--- src/rtl/dmem_arbiter.sv ---
// Single-port data memory arbiter: pipeline port P has priority, debug port D gets
// a bounded-wait guarantee. Commands are registered; read data returns to the owner.
module dmem_arbiter #(
  parameter int unsigned DATA_W   = 16,
  parameter int unsigned ADDR_W   = 16,
  parameter int unsigned DEPTH    = 64,
  parameter int unsigned MAX_WAIT = 4
) (
  input  logic              clk,
  input  logic              rst_n,
  input  logic              p_req,
  input  logic              p_we,
  input  logic [ADDR_W-1:0] p_addr,
  input  logic [DATA_W-1:0] p_wdata,
  output logic              p_stall,
  output logic              p_rvalid,
  output logic [DATA_W-1:0] p_rdata,
  input  logic              d_req,
  input  logic              d_we,
  input  logic [ADDR_W-1:0] d_addr,
  input  logic [DATA_W-1:0] d_wdata,
  output logic              d_gnt,
  output logic              d_rvalid,
  output logic [DATA_W-1:0] d_rdata,
  output logic [ADDR_W-1:0] m_addr,
  output logic [DATA_W-1:0] m_wdata,
  output logic              m_we,
  output logic              m_re,
  input  logic [DATA_W-1:0] m_rdata,
  input  logic              err_clr,
  output logic              err_addr
);

  localparam logic [3:0]        MaxWait = 4'(MAX_WAIT);
  localparam logic [ADDR_W-1:0] DepthA  = ADDR_W'(DEPTH);

  typedef enum logic [1:0] {IDLE, OWN_P, OWN_D} owner_e;

  owner_e            owner_q, owner_d;
  logic [3:0]        wait_cnt_q, wait_cnt_d;
  logic [ADDR_W-1:0] m_addr_q, m_addr_d;
  logic [DATA_W-1:0] m_wdata_q, m_wdata_d;
  logic              m_we_q, m_we_d, m_re_q, m_re_d;
  logic              rd_q, rd_d, zero_q, zero_d;
  logic              err_q, err_d;
  logic              p_rvalid_q, d_rvalid_q;
  logic [DATA_W-1:0] p_rdata_q, d_rdata_q;

  logic              force_w, d_win, p_win, any_win, win_we, oor;
  logic [ADDR_W-1:0] win_addr;
  logic [DATA_W-1:0] win_wdata;

  assign force_w   = d_req && (wait_cnt_q == MaxWait);
  assign d_win     = force_w || (!p_req && d_req);
  assign p_win     = p_req && !force_w;
  assign any_win   = d_win || p_win;
  assign win_addr  = d_win ? d_addr  : p_addr;
  assign win_wdata = d_win ? d_wdata : p_wdata;
  assign win_we    = d_win ? d_we    : p_we;
  assign oor       = any_win && (win_addr >= DepthA);

  // Handshake outputs are held low while reset is asserted.
  assign p_stall = rst_n && force_w && p_req;
  assign d_gnt   = rst_n && d_win;

  always_comb begin
    wait_cnt_d = '0;
    owner_d    = IDLE;
    m_addr_d   = m_addr_q;
    m_wdata_d  = m_wdata_q;
    m_we_d     = 1'b0;
    m_re_d     = 1'b0;
    rd_d       = 1'b0;
    zero_d     = 1'b0;
    err_d      = err_q;

    if (d_req && !d_win)
      wait_cnt_d = (wait_cnt_q == MaxWait) ? wait_cnt_q : wait_cnt_q + 4'd1;

    if (any_win) begin
      owner_d   = d_win ? OWN_D : OWN_P;
      m_addr_d  = win_addr;
      m_wdata_d = win_wdata;
      m_we_d    = win_we && !oor;
      m_re_d    = !win_we && !oor;
      rd_d      = !win_we;
      zero_d    = oor;
    end

    if (oor)
      err_d = 1'b1;
    else if (err_clr)
      err_d = 1'b0;
  end

  always_ff @(posedge clk or negedge rst_n) begin
    if (!rst_n) begin
      owner_q    <= IDLE;
      wait_cnt_q <= '0;
      m_addr_q   <= '0;
      m_wdata_q  <= '0;
      m_we_q     <= 1'b0;
      m_re_q     <= 1'b0;
      rd_q       <= 1'b0;
      zero_q     <= 1'b0;
      err_q      <= 1'b0;
      p_rvalid_q <= 1'b0;
      d_rvalid_q <= 1'b0;
      p_rdata_q  <= '0;
      d_rdata_q  <= '0;
    end else begin
      owner_q    <= owner_d;
      wait_cnt_q <= wait_cnt_d;
      m_addr_q   <= m_addr_d;
      m_wdata_q  <= m_wdata_d;
      m_we_q     <= m_we_d;
      m_re_q     <= m_re_d;
      rd_q       <= rd_d;
      zero_q     <= zero_d;
      err_q      <= err_d;
      p_rvalid_q <= (owner_q == OWN_P) && rd_q;
      d_rvalid_q <= (owner_q == OWN_D) && rd_q;
      // Out-of-range reads never reached memory, so they return zero.
      if ((owner_q == OWN_P) && rd_q) p_rdata_q <= zero_q ? '0 : m_rdata;
      if ((owner_q == OWN_D) && rd_q) d_rdata_q <= zero_q ? '0 : m_rdata;
    end
  end

  assign m_addr   = m_addr_q;
  assign m_wdata  = m_wdata_q;
  assign m_we     = m_we_q;
  assign m_re     = m_re_q;
  assign err_addr = err_q;
  assign p_rvalid = p_rvalid_q;
  assign p_rdata  = p_rdata_q;
  assign d_rvalid = d_rvalid_q;
  assign d_rdata  = d_rdata_q;

endmodule

--- config.mk ---
export PLATFORM = sky130hd
export DESIGN_NAME = dmem_arbiter
export DESIGN_NICKNAME = d
export VERILOG_FILES = /design/src/rtl/dmem_arbiter.sv
export SDC_FILE = /design/constraint.sdc
export NUM_CORES = 1
export LEC_CHECK = 0
export ABC_AREA = 1
export CAP_MARGIN = 20
export CORE_MARGIN = 2
export CORE_UTILIZATION = 40
export CTS_BUF_LIST = sky130_fd_sc_hd__clkbuf_2
export DETAILED_ROUTE_END_ITERATION = 10
export PLACE_DENSITY = 0.78
export SLEW_MARGIN = 30
export SYNTH_ARGS = -nofsm -noshare
export SYNTH_HDL_FRONTEND = slang
export SYNTH_SLANG_ARGS = --single-unit
--- constraint.sdc ---
create_clock -name clk -period 2 [get_ports clk]
set_input_delay 0.4 -clock clk [delete_from_list [all_inputs] [get_ports clk]]
set_output_delay 0.4 -clock clk [all_outputs]
set_load 0.005 [all_outputs]
==> metrics.md, run 1 <==
| Metric | Value |
|---|---|
| Static leakage | around 2.4 nW |
| Pin count of the biggest net entering global routing | slightly below 80 |
| Total overflow reported by the global router | 0 |
| Portion of total power attributed to combinational logic | 25.9% |
| Result of the run | finished with violations |
| Total global routing track utilization | between 10% and 20% |
| Number of storage elements in the synthesis netlist | between 70 and 80 |
| Setup WS post-layout | -49.1 ps |
| Number of instances in the synthesized netlist | ~360 |
| Cell variety after synth | 23 |
| Time the worst path needs with I/O delays and setup | between 2000 and 2500 ps |
| Number of global-route vias before repair | 2,936 |
| Slew at the pin closest to its max-slew limit | 692 ps |
| Root buffer cell | sky130_fd_sc_hd__clkbuf_2 |
| Pins over their slew limit | 0 |
| Reg-to-reg slack, setup | around 110 ps |
| Pre-antenna DRT Iters | 5 |
| Syn-to-layout area delta | 56.0% |
| Layout Cells excl Fill | 638 |
| Number of antenna violations at the first check in global routing | 0 |
| Die Y-Extent | roughly 96 µm |
| Worst setup path class | flop to output pin |
| Clock Path Buffers | 2 |
| Hold Vio Cnt, Final | 0 |
| Total inserted antenna cells | 0 |
| Required time worst endpoint | around 1600 ps |
| Mean instance size in the synthesized netlist | 9.50 µm² |
| TritonCTS buffer count | 9 |
| Data arrival time of the critical path | roughly 1700 ps |
| Net count of the finished layout | between 600 and 700 |
| Period utilisation layout | 102% |
| Deepest level of the CTS H-tree | 3 |
| Setup skew after layout | around 37 ps |
| Drt via density | about 4.7 |
| Via count | roughly 3,000 |
| Number of filler cells placed in the layout | just under 700 |
| Switching component of the power | roughly 0.95 mW |
| Global-route wire length before repair | 13,700 µm |
| Total of buffers placed on input and output ports | between 150 and 200 |
| Yosys synthesis warning count | 0 |
| Worst hold slack after final layout | 453 ps |
| Internal power summed over all cells | around 2.6 mW |
| Num rows | 33 |
| Synthesized netlist net count | about 450 |
| Worst max-slew margin expressed relative to the limit | between 50% and 60% |
| Layout cell share with drive strength beyond 1 | between 10% and 20% |
| Startpoint class of the critical path | flop |
| Total length of routed wires | roughly 9200 µm |
| Pwr Total | about 3.6 mW |
| Detailed-route wire length per cell | about 14 µm |
| List of cells traversed by the critical path | inv_1 -> ha_2 -> nand2_2 -> inv_2 -> nand2_2 -> nand2_2 -> inv_2 -> nor2_2 -> buf_2 |
| Portion of total power attributed to the clock network | approximately 23% |
| Share of power burned in registers | between 50% and 60% |
| F_max | roughly 0.49 GHz |
| Floorplan Core Area | 0.00822 mm² |
| Top-Level Pins | about 160 |
| Clock sinks | 77 |
| Unrepaired setup endpoints after global routing | true |
| Worst r2r src | wait_cnt_q[1]$_DFFE_PN0P_ |
| Power per cell area | 673 mW/mm² |
| Critical Path End Type | output pin |
| Number of placed cells counting well taps | 617 |
| Post-route DRC | 0 |
| Path class of the lowest-slack min-delay path | input pin to flop |
| Area enclosed by the die boundary | around 0.0092 mm² |
| Critical R2R Capture | err_addr$_DFFE_PN0P_ |
| Maximum single-stage delay on the critical path | ~430 ps |
| Cell repeated most along the worst path | sky130_fd_sc_hd__nand2_2 |
| Cell type of the slowest stage on the worst timing path | sky130_fd_sc_hd__dfrtp_1 |
| VDD IR max | between 0.3 and 0.4 mV |
| Area of the mapped netlist | ~0.0034 mm² |
| Clock transition at path regs | 210 ps |
| Initial cell density of the core | approximately two fifths |
| Worst setup path endpoint | d_gnt |
| Violated checks | setup timing |
| Switching part of the total | 26.7% |
| Insertion delay of the later-clocked pin in the worst-skew pair | 500 ps |
| Final setup fails | 2 |
| Routability Congestion | 0.787 |
| Max-cap violations | 0 |
| Detailed placer's ending HPWL | approximately 6700 µm |
| Die W | between 90 and 100 µm |
| Critical Path Source | wait_cnt_q[1]$_DFFE_PN0P_ |
| DRC violation total after the first TritonRoute iteration | 77 |
| Post-DRT Antenna Nets | 0 |
| CTS tree | built |
| Cells on worst reg2reg path | 14 |
| Worst Path Max Fanout | 3 |
| Sequential-to-total area share from yosys stat | a little under three fifths |
-- layout by cell type, fill, tap and decap left out --
cell type	instances
sky130_fd_sc_hd__o21ai_1	18
sky130_fd_sc_hd__clkbuf_2	10
sky130_fd_sc_hd__buf_2	2
sky130_fd_sc_hd__nand2_1	65
sky130_fd_sc_hd__clkinv_4	1
sky130_fd_sc_hd__xor2_1	1
sky130_fd_sc_hd__nor2_2	5
sky130_fd_sc_hd__buf_6	1
sky130_fd_sc_hd__nand3_1	3
sky130_fd_sc_hd__ha_2	1
sky130_fd_sc_hd__nand2_2	3
sky130_fd_sc_hd__clkinv_1	1
sky130_fd_sc_hd__nor2_1	50
sky130_fd_sc_hd__mux2_2	32
sky130_fd_sc_hd__ha_1	1
sky130_fd_sc_hd__clkinv_2	2
sky130_fd_sc_hd__dlygate4sd3_1	1
sky130_fd_sc_hd__dfrtp_1	77
sky130_fd_sc_hd__nor3_1	1
sky130_fd_sc_hd__xnor2_1	1
sky130_fd_sc_hd__buf_4	20
sky130_fd_sc_hd__nor2_4	2
sky130_fd_sc_hd__bufinv_16	1
sky130_fd_sc_hd__o21ai_0	36
sky130_fd_sc_hd__nand4_1	1
sky130_fd_sc_hd__inv_1	33
sky130_fd_sc_hd__a31oi_1	2
sky130_fd_sc_hd__clkdlybuf4s50_1	154
sky130_fd_sc_hd__nand3b_1	5
sky130_fd_sc_hd__inv_2	3
-- what timing repair did --
action,in CTS,in global routing
pin swaps,0,3
setup endpoints to repair,2,21
gates cloned,0,1
endpoints found under the hold margin,0,1
resized for setup,8,3
buffers inserted,2,3
hold buffers,0,1
-- power groups by stage --
stage                     combinational [mW]  sequential, mW  clock (mW)
after floorplan                        0.279            1.86           0
after global placement                 0.896            1.85           0
after detailed placement               0.915            1.87           0
after CTS                              0.922            1.83       0.829
after global routing                    1.01            1.85       0.899
final                                  0.918            1.83       0.800
-- worst min-delay path by stage --
stage / startpoint / endpoint / slack [ps] / depth (start not counted)
after CTS: rst_n / m_addr[7]$_DFFE_PN0P_ / 120 / 2
after floorplan: rst_n / d_rdata[0]$_DFFE_PN0P_ / 100 / 0
after global placement: m_addr[4]$_DFFE_PN0P_ / m_addr[4]$_DFFE_PN0P_ / 470 / 2
final: p_addr[6] / m_addr[6]$_DFFE_PN0P_ / 450 / 3
after detailed placement: m_wdata[0]$_DFFE_PN0P_ / m_wdata[0]$_DFFE_PN0P_ / 480 / 2
after global routing: d_wdata[13] / m_wdata[13]$_DFFE_PN0P_ / 390 / 3
-- stage by stage --
stage | utilization [%] | setup TNS, ps | setup slack (ps) | cell area, µm²
floorplan | - | 0 | 369 | 3380
global placement | 62.4 | -1550 | -150 | 5120
detailed placement | 62.4 | -3950 | -241 | 5120
CTS | 63.7 | -106 | -79.3 | 5230
global route | 64.2 | -450 | -190 | 5280
finish | 64.2 | -49.9 | -49.1 | 5280
-- sequential cells by signal (all words and copies together), names as in the netlist, 2 cells and up --
register	cells
d_rdata	16
wait_cnt_q	4
owner_q	2
m_wdata	16
m_addr	16
p_rdata	16
-- area by class of cell --
cell class              count  area, µm²  area share [%]
inverters                  36        135            2.56
multi-input cells         227       1260            23.8
clock buffers              10       50.0           0.949
clock inverters             5       52.6           0.996
well taps                 105        131            2.49
flip-flops and latches     77       1930            36.5
repair buffers            178       1720            32.7
-- worst max-delay path: cells and delay by family (launching register included) --
kind	cells	cell delay (ps)
DFF	1	430
buffers and inverters	4	280
and+or+nand+nor	4	270
adders and majority gates	1	170
-- synthesized netlist by cell type, drive strengths merged --
library cell / instances / share of area, %
nor2: 56 / 6.7
buf: 10 / 1.7
inv: 36 / 4.0
mux2: 32 / 11
dfrtp: 77 / 57
a31oi: 2 / 0.37
clkbuf: 7 / 0.78
nor3: 1 / 0.15
nand3b: 5 / 1.1
o21ai: 54 / 8.0
ha: 2 / 0.74
xor2: 1 / 0.26
xnor2: 1 / 0.26
nand3: 3 / 0.44
nand2: 68 / 7.7
nand4: 1 / 0.19
-- metal layers --
| layer | global-route usage, % | vias up | part of all wire, % |
|---|---|---|---|
| met3 | 5.32 | 8 | 6.9 |
| met5 | 0 | - | 0 |
| li1 | - | 1481 | - |
| met1 | 23.7 | 1416 | 43 |
| met2 | 34.1 | 103 | 49 |
| met4 | 6.43 | 0 | 1.0 |
-- cell families after synthesis --
kind of cell / after synthesis / share of synthesized area (%)
AOI/OAI and AO/OA: 56 / 8.36
xor gates and xnor gates: 2 / 0.518
adders and majority gates: 2 / 0.740
buffers and inverters: 53 / 6.51
DFF: 77 / 57.0
muxes: 32 / 10.7
and+or+nand+nor: 134 / 16.2
(Power assumes the default switching activity.)
==> run 2, diff against run 1 <==
==> constraint.sdc (replaced) <==
create_clock -name clk -period 2 [get_ports clk]
set_input_delay 0.4 -clock clk [delete_from_list [all_inputs] [get_ports clk]]
set_output_delay 0.4 -clock clk [all_outputs]
set_load 0.01 [all_outputs]
==> run 2 against run 1 <==
Against the previous run: the flow still finishes with violations (setup timing); wire length decreased by 1.3%; count of clock-buffer cells in the layout shrank 1; critical path depth unchanged; design area rose by 0.69%; combinational power up 8.3%; register-to-register slack hardly changed; hold slack better by 11 ps; global-route usage about the same; fmax increased by 0.64%; sequential cell count is the same; final cell count increased by 0.16%.
==> metrics.md, run 2 (synthesis results as in run 1) <==
| Metric | Value |
|---|---|
| Critical Path Source | wait_cnt_q[1]$_DFFE_PN0P_ (unchanged) |
| Total inserted antenna cells | 0 (unchanged) |
| F_max | 0.491 GHz (was 0.488 GHz) |
| Unrepaired setup endpoints after global routing | true (unchanged) |
| Slew at the pin closest to its max-slew limit | 665 ps (was 692 ps) |
| Worst max-slew margin expressed relative to the limit | 55.6% (was 53.9%) |
| Path class of the lowest-slack min-delay path | input pin to flop (unchanged) |
| Detailed placer's ending HPWL | 6660 µm (was 6730 µm) |
| Pins over their slew limit | 0 (unchanged) |
| DRC violation total after the first TritonRoute iteration | 65 (was 77) |
| Drt via density | 4.74 (was 4.71) |
| Setup WS post-layout | -36.1 ps (was -49.1 ps) |
| Number of filler cells placed in the layout | 699 (was 679) |
| Worst setup path endpoint | d_gnt (unchanged) |
| Worst setup path class | flop to output pin (unchanged) |
| Total global routing track utilization | 19.7% (about the same) |
| Setup skew after layout | 26.1 ps (was 36.7 ps) |
| Clock transition at path regs | 220 ps (was 210 ps) |
| Top-Level Pins | 158 (unchanged) |
| Area enclosed by the die boundary | 0.00921 mm² (unchanged) |
| Worst slack at placement | -282 ps (was -241 ps) |
| Cells on worst reg2reg path | 14 (unchanged) |
| Die Y-Extent | 96.0 µm (unchanged) |
| Max-cap violations | 0 (unchanged) |
| Pin count of the biggest net entering global routing | 78 (unchanged) |
| Num rows | 33 (unchanged) |
| Floorplan Core Area | 0.00822 mm² (unchanged) |
| Critical Path End Type | output pin (unchanged) |
| Pre-antenna DRT Iters | 6 (was 5) |
| Sequential cell area | 0.00193 mm² (unchanged) |
| Worst r2r src | wait_cnt_q[1]$_DFFE_PN0P_ (unchanged) |
| Critical R2R Capture | err_addr$_DFFE_PN0P_ (unchanged) |
| Time the worst path needs with I/O delays and setup | 2040 ps (was 2050 ps) |
| Routability Congestion | 0.759 (was 0.787) |
| Detailed-route wire length per cell | 14.2 µm (was 14.4 µm) |
| Total length of routed wires | 9050 µm (was 9160 µm) |
| Placed inst area | 0.00512 mm² (unchanged) |
| Finished layout cell area | 0.00531 mm² (was 0.00528 mm²) |
| Global-route wire length before repair | 13,800 µm (was 13,700 µm) |
| Required time worst endpoint | 1600 ps (about the same) |
| Area of the multi-input gates | 0.00127 mm² (was 0.00126 mm²) |
| Final setup fails | 2 (unchanged) |
| Result of the run | finished with violations (unchanged) |
| Root buffer cell | sky130_fd_sc_hd__clkbuf_2 (unchanged) |
| Reg-to-reg slack, setup | 120 ps (was 110 ps) |
| Post-DRT Antenna Nets | 0 (unchanged) |
| Data arrival time of the critical path | 1640 ps (was 1650 ps) |
| Insertion delay of the later-clocked pin in the worst-skew pair | 500 ps (about the same) |
| Die W | 96.0 µm (unchanged) |
| Syn-to-layout area delta | 57.0% (was 56.0%) |
| Worst Path Max Fanout | 3 (unchanged) |
| TritonCTS buffer count | 9 (unchanged) |
| Layout cell share with drive strength beyond 1 | 15.9% (was 15.6%) |
| Highest-count cells in the layout ignoring fill and taps | 154 x sky130_fd_sc_hd__clkdlybuf4s50_1, 77 x sky130_fd_sc_hd__dfrtp_1, 65 x sky130_fd_sc_hd__nand2_1 (unchanged) |
| Total of buffers placed on input and output ports | 157 (unchanged) |
| Number of antenna violations at the first check in global routing | 0 (unchanged) |
| Initial cell density of the core | 41.2% (unchanged) |
| Period utilisation layout | 102% (about the same) |
| Via count | 3,028 (was 3,008) |
| CTS tree | built (unchanged) |
| Deepest level of the CTS H-tree | 3 (unchanged) |
| Clock Path Buffers | 2 (unchanged) |
| Startpoint class of the critical path | flop (unchanged) |
| Hold Vio Cnt, Final | 0 (unchanged) |
| Clock sinks | 77 (unchanged) |
| Power per cell area | 691 mW/mm² (was 673 mW/mm²) |
| Number of global-route vias before repair | 2,877 (was 2,936) |
| Post-route DRC | 0 (unchanged) |
| Static leakage | 2.46 nW (was 2.44 nW) |
| Total overflow reported by the global router | 0 (unchanged) |
| VDD IR max | 0.380 mV (was 0.336 mV) |
| Net count of the finished layout | 618 (unchanged) |
| Most common cell after layout, fill and taps aside | sky130_fd_sc_hd__clkdlybuf4s50_1 (unchanged) |
| Violated checks | setup timing (unchanged) |
==> run 2: metal layers <==
layer / global-route usage, % / routed length (µm)
met2: 34.7 / 4530
met1: 24.2 / 3780
met4: 4.76 / 97
met3: 4.78 / 641
met5: 0 / 0
==> run 2: what timing repair did <==
| action | in CTS | in global routing |
|---|---|---|
| setup buffers | 3 | 2 |
| hold buffers | 0 | 1 |
| endpoints found under the setup margin | 2 | 28 |
| hold endpoints to repair | 0 | 25 |
| gates cloned | 0 | 1 |
| pin swaps | 2 | 3 |
| resized for setup | 10 | 3 |
==> run 2: report_power, final <==
part	total (mW)	internal, mW	switching, mW
registers	1.83	1.73	0.102
clock network	0.840	0.290	0.550
logic	0.994	0.600	0.395
total	3.67	2.62	1.05
==> run 2: worst max-delay path: stages, from the launching register on <==
cell	delay, ps
sky130_fd_sc_hd__dfrtp_1	440
sky130_fd_sc_hd__inv_1	60
sky130_fd_sc_hd__ha_2	160
sky130_fd_sc_hd__nand2_2	50
sky130_fd_sc_hd__inv_2	70
sky130_fd_sc_hd__nand2_4	50
sky130_fd_sc_hd__nand2_2	70
sky130_fd_sc_hd__inv_2	40
sky130_fd_sc_hd__nor2_1	70
sky130_fd_sc_hd__buf_2	130
==> run 2: final cells by class <==
cell class                 count  area share, %
inverter                      36           2.54
sequential                    77           36.3
clock buffer                   9          0.848
timing repair buffer         178           32.7
multi-input combinational    227           23.8
clock inverter                 7           1.34
tap                          105           2.47
==> run 2: worst min path at each step <==
stage	from	end	slack, ps	depth (start not counted)
2_1_floorplan	rst_n	d_rdata[0]$_DFFE_PN0P_	100	0
3_3_place_gp	m_addr[4]$_DFFE_PN0P_	m_addr[4]$_DFFE_PN0P_	470	2
3_5_place_dp	m_addr[4]$_DFFE_PN0P_	m_addr[4]$_DFFE_PN0P_	470	2
4_1_cts	rst_n	m_we$_DFF_PN0_	100	2
5_1_grt	p_addr[7]	m_addr[7]$_DFFE_PN0P_	400	3
6_report	p_addr[7]	m_addr[7]$_DFFE_PN0P_	460	3
==> run 2: stage by stage <==
| stage | setup TNS, ps | util, % | hold WS [ps] | power, mW | std cells |
|---|---|---|---|---|---|
| 2_1_floorplan | 0 | - | 104 | 2.21 | 356 |
| 3_3_place_gp | -2640 | 62.4 | 468 | 2.82 | 617 |
| 3_5_place_dp | -5060 | 62.4 | 472 | 2.84 | 617 |
| 4_1_cts | -95.0 | 64.1 | 99.2 | 3.71 | 636 |
| 5_1_grt | -480 | 64.6 | 402 | 3.88 | 639 |
| 6_report | -50.2 | 64.6 | 464 | 3.67 | 639 |
==> run 3, diff against run 2 <==
--- a/config.mk
+++ b/config.mk
@@ -7,6 +7,7 @@
 export LEC_CHECK = 0
 export ABC_AREA = 1
 export CAP_MARGIN = 20
+export CORE_ASPECT_RATIO = 1.25
 export CORE_MARGIN = 2
 export CORE_UTILIZATION = 40
 export CTS_BUF_LIST = sky130_fd_sc_hd__clkbuf_2
==> run 3 against run 2 <==
Against the previous run: the flow still finishes with violations (setup timing); count of clock-buffer cells in the layout stayed put; first-iteration DRC count rose by 28%; sequential cell count is the same; global-route usage increased by 0.078 points; clock skew is 10 ps lower; hold slack got worse by 450 ps; largest power group unchanged.
==> metrics.md, run 3 (synthesis results as in run 1) <==
| Metric | Value |
|---|---|
| Final setup fails | 1 (was 2) |
| Share of power burned in registers | 49.2% (was 50.0%) |
| Initial cell density of the core | 41.0% (was 41.2%) |
| Total of buffers placed on input and output ports | 157 (unchanged) |
| Worst slack at placement | -233 ps (was -282 ps) |
| Total global routing track utilization | 19.7% (about the same) |
| Worst r2r src | wait_cnt_q[0]$_DFFE_PN0P_ (was wait_cnt_q[1]$_DFFE_PN0P_) |
| Drt via density | 4.78 (was 4.74) |
| Clock transition at path regs | 190 ps (was 220 ps) |
| Die Y-Extent | 107 µm (was 96.0 µm) |
| VDD IR max | 0.353 mV (was 0.380 mV) |
| Pin count of the biggest net entering global routing | 78 (unchanged) |
| Number of antenna violations at the first check in global routing | 0 (unchanged) |
| Startpoint class of the critical path | flop (unchanged) |
| Sequential cell area | 0.00193 mm² (unchanged) |
| Syn-to-layout area delta | 55.5% (was 57.0%) |
| DRC violation total after the first TritonRoute iteration | 83 (was 65) |
| TritonCTS buffer count | 9 (unchanged) |
| Area enclosed by the die boundary | 0.00921 mm² (about the same) |
| Detailed placer's ending HPWL | 6540 µm (was 6660 µm) |
| Internal power summed over all cells | 2.72 mW (was 2.62 mW) |
| Detailed-route wire length per cell | 14.3 µm (was 14.2 µm) |
| Cell type of the slowest stage on the worst timing path | sky130_fd_sc_hd__dfrtp_1 (unchanged) |
| Highest-count cells in the layout ignoring fill and taps | 154 x sky130_fd_sc_hd__clkdlybuf4s50_1, 77 x sky130_fd_sc_hd__dfrtp_1, 66 x sky130_fd_sc_hd__nand2_1 (was 154 x sky130_fd_sc_hd__clkdlybuf4s50_1, 77 x sky130_fd_sc_hd__dfrtp_1, 65 x sky130_fd_sc_hd__nand2_1) |
| Switching part of the total | 27.0% (was 28.5%) |
| Setup skew after layout | 16.1 ps (was 26.1 ps) |
| Insertion delay of the later-clocked pin in the worst-skew pair | 470 ps (was 500 ps) |
| Number of global-route vias before repair | 3,049 (was 2,877) |
| Root buffer cell | sky130_fd_sc_hd__clkbuf_2 (unchanged) |
| Post-DRT Antenna Nets | 0 (unchanged) |
| Global-route wire length before repair | 14,200 µm (was 13,800 µm) |
| Worst setup path class | flop to output pin (unchanged) |
| Cts hold-fix bufs | 0 (unchanged) |
| Deepest level of the CTS H-tree | 3 (unchanged) |
| Required time worst endpoint | 1600 ps (about the same) |
| Unrepaired setup endpoints after global routing | true (unchanged) |
| Pwr Total | 3.72 mW (was 3.67 mW) |
| Most common cell after layout, fill and taps aside | sky130_fd_sc_hd__clkdlybuf4s50_1 (unchanged) |
| CTS tree | built (unchanged) |
| Power per cell area | 708 mW/mm² (was 691 mW/mm²) |
| Pins over their slew limit | 0 (unchanged) |
| Via count | 2,999 (was 3,028) |
| Pre-antenna DRT Iters | 4 (was 6) |
| Num rows | 37 (was 33) |
| Die W | 86.2 µm (was 96.0 µm) |
| Setup WS post-layout | -1.94 ps (was -36.1 ps) |
| Top-Level Pins | 158 (unchanged) |
| Total length of routed wires | 8990 µm (was 9050 µm) |
| Post-route DRC | 0 (unchanged) |
| F_max | 0.500 GHz (was 0.491 GHz) |
| Violated checks | setup timing (unchanged) |
| Worst Path Max Fanout | 3 (unchanged) |
| Data arrival time of the critical path | 1600 ps (was 1640 ps) |
| Reg-to-reg slack, setup | 110 ps (was 120 ps) |
| Critical R2R Capture | err_addr$_DFFE_PN0P_ (unchanged) |
| Hold Vio Cnt, Final | 0 (unchanged) |
| Switching component of the power | 1.01 mW (was 1.05 mW) |
| Maximum single-stage delay on the critical path | 430 ps (was 440 ps) |
| Path class of the lowest-slack min-delay path | input pin to async pin (was input pin to flop) |
| Slew at the pin closest to its max-slew limit | 706 ps (was 665 ps) |
| Routability Congestion | 0.806 (was 0.759) |
| Time the worst path needs with I/O delays and setup | 2000 ps (was 2040 ps) |
| Number of filler cells placed in the layout | 689 (was 699) |
| Total overflow reported by the global router | 0 (unchanged) |
| Cells on worst reg2reg path | 14 (unchanged) |
| Floorplan Core Area | 0.00824 mm² (was 0.00822 mm²) |
| Portion of total power attributed to combinational logic | 26.3% (was 27.1%) |
| Critical Path End Type | output pin (unchanged) |
| Area of the multi-input gates | 0.00126 mm² (was 0.00127 mm²) |
| Total inserted antenna cells | 0 (unchanged) |
| Clock Path Buffers | 2 (unchanged) |
| Period utilisation layout | 100% (was 102%) |
| Worst max-slew margin expressed relative to the limit | 53.0% (was 55.6%) |
| List of cells traversed by the critical path | inv_1 -> ha_1 -> nand2_1 -> inv_2 -> nand2_4 -> nor3_2 -> buf_2 (was inv_1 -> ha_2 -> nand2_2 -> inv_2 -> nand2_4 -> nand2_2 -> inv_2 -> nor2_1 -> buf_2) |
| Static leakage | 2.44 nW (was 2.46 nW) |
| Portion of total power attributed to the clock network | 24.5% (was 22.9%) |
| Net count of the finished layout | 614 (was 618) |
| Clock sinks | 77 (unchanged) |
| Layout cell share with drive strength beyond 1 | 14.3% (was 15.9%) |
| Max-cap violations | 0 (unchanged) |
| Result of the run | finished with violations (unchanged) |
run 3: stage by stage:
| step | hold WS (ps) | instance area, µm² | std cells | setup TNS (ps) | util [%] |
|---|---|---|---|---|---|
| after CTS | 148 | 5230 | 626 | -60.8 | 63.5 |
| after global placement | 466 | 5100 | 608 | -1280 | 61.9 |
| after global routing | 3.76 | 5260 | 627 | -494 | 63.8 |
| final | 14.9 | 5260 | 627 | -1.94 | 63.8 |
| after floorplan | 104 | 3380 | 356 | 0 | - |
| after detailed placement | 477 | 5100 | 608 | -3040 | 61.9 |
run 3: area by class of cell:
type	count	area share [%]
multi-input cells	227	23.9
repair buffers	174	32.2
inverters	36	2.57
flip-flops and latches	77	36.6
clock buffers	9	0.857
well taps	97	2.31
clock inverters	7	1.52
run 3: how the worst max path moves through the flow:
| stage | start | to | slack (ps) | depth (start not counted) |
|---|---|---|---|---|
| after floorplan | wait_cnt_q[0]$_DFFE_PN0P_ | err_addr$_DFFE_PN0P_ | 370 | 13 |
| after global placement | d_req | d_gnt | -180 | 8 |
| after detailed placement | d_req | d_gnt | -230 | 8 |
| after CTS | wait_cnt_q[0]$_DFFE_PN0P_ | d_gnt | -50 | 9 |
| after global routing | wait_cnt_q[0]$_DFFE_PN0P_ | p_stall | -150 | 7 |
| final | wait_cnt_q[0]$_DFFE_PN0P_ | p_stall | -2 | 7 |
run 3: repair_timing:
item | CTS | global route
buffers inserted | 2 | 0
cloned | 0 | 1
pin swaps | 0 | 2
resized for setup | 8 | 3
endpoints found under the setup margin | 2 | 15
run 3: routing by layer:
| layer | track usage (%) | wire length (µm) |
|---|---|---|
| met5 | 0 | 0 |
| met1 | 21.4 | 3350 |
| met2 | 36.2 | 4910 |
| met4 | 7.48 | 215 |
| met3 | 5.31 | 520 |
run 3: worst max-delay path, delay by kind of cell, from the launching register on:
family	cells	cell delay, ps
flip-flops	1	430
AND/OR/NAND/NOR	3	300
adder cells (fa/ha/maj)	1	140
buffers and inverters	3	280
run 3: power by group through the flow:
stage / clock, mW / combinational (mW) / sequential, mW
global placement: 0 / 0.959 / 1.86
floorplan: 0 / 0.279 / 1.93
global route: 1.01 / 1.06 / 1.86
finish: 0.910 / 0.979 / 1.83
detailed placement: 0 / 0.977 / 1.87
CTS: 0.944 / 0.986 / 1.84
